--- config.mk ---
export PLATFORM = sky130hd
export DESIGN_NAME = fetch_unit
export DESIGN_NICKNAME = d
export VERILOG_FILES = /design/src/rtl/fetch_unit.sv
export SDC_FILE = /design/constraint.sdc
export NUM_CORES = 1
export LEC_CHECK = 0
export ABC_AREA = 1
export CORE_MARGIN = 4
export CORE_UTILIZATION = 34
export DETAILED_ROUTE_END_ITERATION = 8
export PLACE_DENSITY = 0.72
export SLEW_MARGIN = 40
export SYNTH_ARGS = -nofsm -noshare
export SYNTH_HDL_FRONTEND = slang
export SYNTH_SLANG_ARGS = --single-unit
--- constraint.sdc ---
create_clock -name clk -period 2.5 [get_ports clk]
set_input_delay 0.25 -clock clk [delete_from_list [all_inputs] [get_ports clk]]
set_output_delay 0.25 -clock clk [all_outputs]
set_load 0.02 [all_outputs]
--- src/rtl/fetch_unit.sv ---
// fetch_unit: PC sequencing and instruction fetch for the unpipelined MIPS core.
// Fetches over a req/ack handshake, holds the word while it executes, faults on imem timeout.
module fetch_unit #(
  parameter logic [31:0] RESET_PC = 32'h0000_0000,
  parameter int unsigned MAX_WAIT = 8
) (
  input  logic        clk,
  input  logic        reset,
  output logic        imem_req,
  output logic [31:0] imem_addr,
  input  logic        imem_ack,
  input  logic [31:0] imem_rdata,
  input  logic        stall,
  input  logic        BranchE,
  input  logic        BranchNE,
  input  logic        Jump,
  input  logic        alu_zero,
  output logic [31:0] instr,
  output logic [5:0]  opcode,
  output logic        instr_valid,
  output logic        commit,
  output logic [31:0] pc,
  output logic [31:0] pc_plus4,
  output logic        fault
);

  typedef enum logic [1:0] {
    REQ,
    EXEC,
    HALT
  } fetchState_e;

  localparam logic [7:0] LastWait = 8'(MAX_WAIT - 1);

  fetchState_e state;
  fetchState_e stateNext;
  logic [31:0] pcReg;
  logic [31:0] pcNext;
  logic [31:0] instrReg;
  logic [31:0] instrNext;
  logic [7:0]  waitCnt;
  logic [7:0]  waitNext;
  logic        faultReg;
  logic        faultNext;
  logic [31:0] pcPlus4;
  logic [31:0] targetPc;
  logic [31:0] branchOff;
  logic        taken;

  assign pcPlus4   = pcReg + 32'd4;
  assign branchOff = {{14{instrReg[15]}}, instrReg[15:0], 2'b00};
  assign taken     = (BranchE & alu_zero) | (BranchNE & ~alu_zero);

  // Next-PC select: jump beats a taken branch, which beats fall-through.
  always_comb begin
    targetPc = pcPlus4;
    priority case (1'b1)
      Jump:    targetPc = {pcPlus4[31:28], instrReg[25:0], 2'b00};
      taken:   targetPc = pcPlus4 + branchOff;
      default: targetPc = pcPlus4;
    endcase
  end

  // Fetch FSM next-state and datapath next values.
  always_comb begin
    stateNext = state;
    pcNext    = pcReg;
    instrNext = instrReg;
    waitNext  = waitCnt;
    faultNext = faultReg;
    unique case (state)
      REQ: begin
        if (imem_ack) begin
          instrNext = imem_rdata;
          waitNext  = 8'd0;
          stateNext = EXEC;
        end else if (waitCnt == LastWait) begin
          faultNext = 1'b1;
          stateNext = HALT;
        end else begin
          waitNext = waitCnt + 8'd1;
        end
      end
      EXEC: begin
        if (!stall) begin
          pcNext    = targetPc;
          stateNext = REQ;
        end
      end
      HALT: begin
        stateNext = HALT;
      end
      default: begin
        stateNext = REQ;
      end
    endcase
  end

  // State and datapath registers with synchronous reset.
  always_ff @(posedge clk) begin
    if (reset) begin
      state    <= REQ;
      pcReg    <= RESET_PC;
      instrReg <= 32'd0;
      waitCnt  <= 8'd0;
      faultReg <= 1'b0;
    end else begin
      state    <= stateNext;
      pcReg    <= pcNext;
      instrReg <= instrNext;
      waitCnt  <= waitNext;
      faultReg <= faultNext;
    end
  end

  assign imem_req    = (state == REQ) & ~reset;
  assign instr_valid = (state == EXEC) & ~reset;
  assign commit      = instr_valid & ~stall;
  assign imem_addr   = pcReg;
  assign pc          = pcReg;
  assign pc_plus4    = pcPlus4;
  assign instr       = instrReg;
  assign fault       = faultReg;
  assign opcode      = instr_valid ? instrReg[31:26] : 6'b111111;

endmodule
After elaboration in Yosys (flattened, before gate mapping). Cells that the tools add are included.

Bitwise logic cells: 10. Reduce and logical (&&, ||, !) cells: 6. Shifts and indexed selects: 0. Add/subtract/negate cells: 3. Divide/modulo/power cells: 0. $mul: 0. Equal/unequal tests: 6. Muxes and demuxes: 9. Magnitude comparators: 0.

Operators by type and width (number): 32-bit 2-to-1 mux (2); 32-bit by 3-bit adder with 32-bit output, second input constant (1); 32-bit adder (1); 8-bit 2-to-1 mux (2); 8-bit by 1-bit adder with 8-bit output, second input constant (1); 8-bit by 3-bit == test with 1-bit output, second input constant (1); 2-bit AND reduction (4); 2-bit 2-to-1 mux (3); 6-bit 2-to-1 mux (1); 2-bit one-hot mux with 3 select lines (1); 1-bit bitwise AND (5); 2-bit inequality test, second input constant (2); 1-bit NOT (4); 3-bit inequality test, second input constant (1); 3-bit AND reduction (1); 2-bit by 1-bit == test with 1-bit output, second input constant (1); 2-bit == test, second input constant (1); 2-bit logical NOT (1); 1-bit OR (1).

Latch bits: 0. Memories kept: 0. Bits in read-only memories: 0. Output and inout bits: 138. Register bits: 75. Memory bits (writable): 0. Logic and storage cells: 39. Input bits: 40.

Logic depth before layout (Yosys ltp).
Depth in word-level cells: 5. Mapped depth: 23. Mapped depth without buffers: 23.

Worst setup path before layout. OpenSTA, ideal clock, no wires.

Kind: reg-to-reg. Start: reg pcReg[2] (netlist: imem_addr[2]). End: reg pcReg[29] (netlist: imem_addr[29]). Stages on the path, launching flop included: 18. Arrival: 3.000 ns. Required time: 2.366 ns. Setup time: 0.134 ns. Period minus slack after synthesis: 3.134 ns. Slack: -0.634 ns. Cells stage by stage: dfxtp_1 -> ha_1 -> nand3_2 -> inv_2 -> nand3_1 -> nor2_2 -> xor2_1 -> ha_1 -> nand2_1 -> inv_1 -> a21oi_1 -> nand3_1 -> nand2_1 -> nand2_1 -> nand2_1 -> nand3_1 -> nand2_1 -> a21oi_1.

Word-level cells in the longest chain between the ends: 4.

RTL lines: start: declaration (line 37) `logic [31:0] pcReg;`; start signal: assignment (line 109) `pcReg <= pcNext;`; 32-bit by 3-bit adder with 32-bit output (line 50) `assign pcPlus4 = pcReg + 32'd4;`; via pc_plus4[12] (line 23) `output logic [31:0] pc_plus4,`; 32-bit adder (line 59) `taken: targetPc = pcPlus4 + branchOff;`; 32-bit 2-to-1 mux (2 in a row) (line 57) `priority case (1'b1)`.

The timed path passes the listed nets, and every way through them passes these cells. A chain may end at the register's enable or synchronous reset.

Final worst setup path.
Start: reg pcReg[8] (netlist: imem_addr[8]). End: reg pcReg[18] (netlist: imem_addr[18]).

Word-level cells in the longest chain between the ends: 4.

RTL lines (line): 32-bit by 3-bit adder with 32-bit output (*) (50); 32-bit adder (59); 32-bit 2-to-1 mux (*) (2 in a row) (57).

Mark *: on every way between the ends. The rest lies on a longest branch, timed or not.

==> run_results.csv <==
group,metric,value,unit
setup_path,worstSetupPathType,"reg2reg",
sta,fin_ws,-0.342,ns
yosys,yosysSeqAreaShare,22.8,%
yosys,ys_ff_latch,73,
cells_and_area,final_cell_area,11600,sq um
setup_path,worst_path_largest_cell_delay,0.38,ns
status,violations,"setup timing",
sta,finalCritPeriodShare,114,%
floorplanning,io_pins,178,
setup_path,critPathMaxFanout,5,
setup_path,slowest_stage,"dfxtp_4",
setup_path,path_buf_inv,5,
setup_path,crit_chain,"buf_6 -> nand4_1 -> buf_4 -> nor2_4 -> buf_6 -> buf_12 -> xor2_4 -> ha_4 -> nand2_4 -> inv_2 -> a21oi_4 -> nor2_2 -> nor2_2 -> nand2_1 -> nand2_1 -> nand3_2 -> nand2_1 -> a21oi_1",
yosys,synth.area.mux_share,0,%
clock_network,cts.clk_slew.worst_paths,0.06,ns
clock_network,clock_sinks,73,
yosys,synth_compound_area_share,15.2,%
setup_path,crit_path_end_kind,"flip-flop",
setup_path,worst_ep_required_time,2.72,ns
sta,fmax,352,MHz
routing,finalWirelength,30100,microns
status,status,"finished, violations left",
clock_network,cts_tree,"built",
placement,dpl.cell_count,1616,
routing,drt_iter0_drc,744,
sta,fin_crit,2.84,ns
setup_path,start_kind,"flip-flop",
routing,remaining_drc_errors,0,
floorplanning,die_h,145,microns
floorplanning,die-area,21100,sq um
clock_network,htreeDepth,3,
sta,skew,0.00774,ns
clock_network,clk_latency,0.34,ns
placement,port_buffers,171,
cells_and_area,fill_cells,1491,
routing,antenna_left,0,
clock_network,clockBufferDepth,2,
power,leakage,5.34,nW
yosys,yosys.cell_types.count,43,
sta,setup-violations-final,24,
setup_path,crit_top_cell,"nand2_1",
sta,drv_slew,0,
cells_and_area,syn_to_final_growth,80.9,%
yosys,synthesis.instances,1082,
placement,dpl_cell_area,9820,sq um
setup_path,r2r_cells,18,
global_route,grt_max_degree,44,
floorplanning,die_w,145,microns
min_path,holdPathStages,2,
yosys,ys_async_sr_fraction,0,%
cells_and_area,diodes,0,
cells_and_area,regArea,1520,sq um
sta,rsz0062_at_grt,"true",
yosys,synthSimpleGateAreaFrac,36.1,%
cells_and_area,multiInputGateArea,5440,sq um
placement,gp_congestion,0.986,
yosys,syn_area,6410,sq um
yosys,dominantRegCellSynth,"dfxtp_1",
floorplanning,placementRows,49,
cells_and_area,nets,1513,
cells_and_area,drive_gt1_share,37.9,%
yosys,synth_top_family_by_area,"simple AND/OR/NAND/NOR gates",
clock_network,numCtsBuffers,9,
cells_and_area,fin_cells,1668,
floorplanning,core_area,18300,sq um
setup_path,cpLargestDelayFamily,"simple AND/OR/NAND/NOR gates",
yosys,synthAdderAreaFrac,7.53,%
global_route,grt_usage,25.6,%
routing,wl_per_cell,18.1,microns
min_path,min_path_type,"reg2reg",
yosys,synth_edf_count,0,
clock_network,cts-root-buf,"clkbuf_16",
setup_path,arrival,3.06,ns
yosys,synth_xor_area_share,3.69,%
global_route,grt_pass1_wl,44200,microns
yosys,synth_warnings,0,
routing,vias_per_cell,5.27,
floorplanning,start_util,35.1,%
global_route,grt_pass1_vias,8341,
routing,via_count,8784,
power,powerDensity,369,nW/um^2
yosys,syn_avg_cell_area,5.93,sq um
routing,firstDrtPassIters,5,
placement,dp_hpwl,21900,microns
global_route,antenna_found_initial,0,
sta,hold_violations,0,
flow_run,cap_violations,0,
sta,hold_ws,0.470,ns
setup_path,cp.depth,18,
power,irDropWorstVdd,0.000346,V
global_route,overflow,0,
logic make-up after synthesis:
logic type	after synthesis
adders and majority gates	38
AOI/OAI and AO/OA	178
buffers and inverters	212
and+or+nand+nor	553
other	1
DFF	73
xor gates and xnor gates	27
report_power, final:
part	switching, mW	leakage, nW	internal [mW]
combinational	0.922	4.59	0.760
clock	0.525	0.141	0.729
sequential	0.103	0.612	1.24
path summary, 6_finish.rpt:
kind	startpoint	slack [ns]	end
worst max-delay path	imem_addr[8]$_SDFFE_PP0P_	-0.34	imem_addr[18]$_SDFFE_PP0P_
worst min-delay path	fault$_SDFFE_PP0P_	0.47	fault$_SDFFE_PP0P_
worst max register to register	imem_addr[8]$_SDFFE_PP0P_	-0.34	imem_addr[18]$_SDFFE_PP0P_
worst min register to register	fault$_SDFFE_PP0P_	0.47	fault$_SDFFE_PP0P_
cell type report:
| class | instances | share of cell area, % |
|---|---|---|
| multi-input combinational | 802 | 46.9 |
| timing repair buffer | 398 | 30.1 |
| sequential | 73 | 13.1 |
| inverter | 151 | 5.00 |
| tap | 229 | 2.47 |
| clock buffer | 11 | 2.19 |
| clock inverter | 4 | 0.227 |
cells in the final DEF (no fill, tap or decap), types with 5 or more instances in the layout:
cell and instances:
a21oi_1 56, a21oi_2 23, buf_4 208, buf_6 17
clkbuf_16 10, clkdlybuf4s50_1 150, conb_1 6, dfxtp_1 51
dfxtp_2 10, dfxtp_4 12, dlygate4sd2_1 16, ha_1 9
ha_4 28, inv_1 116, inv_2 29, inv_4 7
nand2_1 216, nand2_2 63, nand2_4 19, nand3_1 44
nand3_2 21, nand4_1 13, nor2_1 101, nor2_2 23
nor2_4 21, nor3_1 6, nor3_2 6, o211ai_1 7
o21ai_0 57, o21ai_1 10, o21bai_1 5, xor2_1 6
xor2_2 10
tightest hold or removal path: cells and delay by family, from the launching register on:
| kind | cells | cell delay, ns |
|---|---|---|
| and+or+nand+nor | 2 | 0.12 |
| DFF | 1 | 0.32 |
metal layers:
layer / GRT usage [%] / part of all wire, % / vias to the layer above
li1: - / - / 4126
met1: 34.0 / 40 / 4048
met2: 41.9 / 46 / 509
met3: 5.49 / 9.2 / 101
met4: 7.88 / 4.0 / 0
met5: 0 / 0 / -
synth_stat cells, types with 3 or more instances:
cell type | count | area (sq um)
xor2_1 | 20 | 175
xnor2_1 | 7 | 61.3
a221oi_1 | 3 | 26.3
buf_4 | 36 | 270
nor2_2 | 7 | 43.8
nand3b_1 | 3 | 22.5
nand3_1 | 67 | 335
dfxtp_1 | 73 | 1460
nor2_1 | 136 | 510
a21oi_2 | 4 | 35.0
o21ai_1 | 5 | 25.0
inv_2 | 5 | 18.8
o211ai_1 | 7 | 52.6
clkbuf_1 | 21 | 78.8
ha_1 | 37 | 463
o21bai_1 | 5 | 37.5
nor3_1 | 14 | 70.1
a21oi_1 | 79 | 395
o221ai_1 | 3 | 26.3
nand2_1 | 292 | 1100
o21ai_0 | 64 | 320
buf_2 | 3 | 15.0
a31oi_1 | 3 | 18.8
nand4_1 | 13 | 81.3
inv_1 | 145 | 544
nand2_2 | 7 | 43.8
state kept, by name (all words and copies together), names as in the netlist:
register / count
fault: 1
imem_addr: 30
state: 2
instr: 32
waitCnt: 8
metrics by stage:
| step | util (%) | setup TNS (ns) | total power, mW | worst slack, ns |
|---|---|---|---|---|
| after global placement | 53.8 | -5.32 | 2.75 | -0.436 |
| after global routing | 63.5 | -7.11 | 4.44 | -0.439 |
| after CTS | 59.8 | -1.60 | 4.14 | -0.200 |
| after detailed placement | 53.8 | -5.78 | 2.76 | -0.424 |
| final | 63.5 | -4.55 | 4.28 | -0.342 |
| after floorplan | - | -0.293 | 2.05 | -0.0600 |
timing repair:
| action | in CTS | in global routing |
|---|---|---|
| pin swaps | 49 | 70 |
| endpoints found under the setup margin | 47 | 38 |
| cloned | 0 | 0 |
| hold buffers | 0 | 0 |
| buffers inserted | 18 | 21 |
| resized for setup | 184 | 144 |
Power figures use the tool's default switching activity.
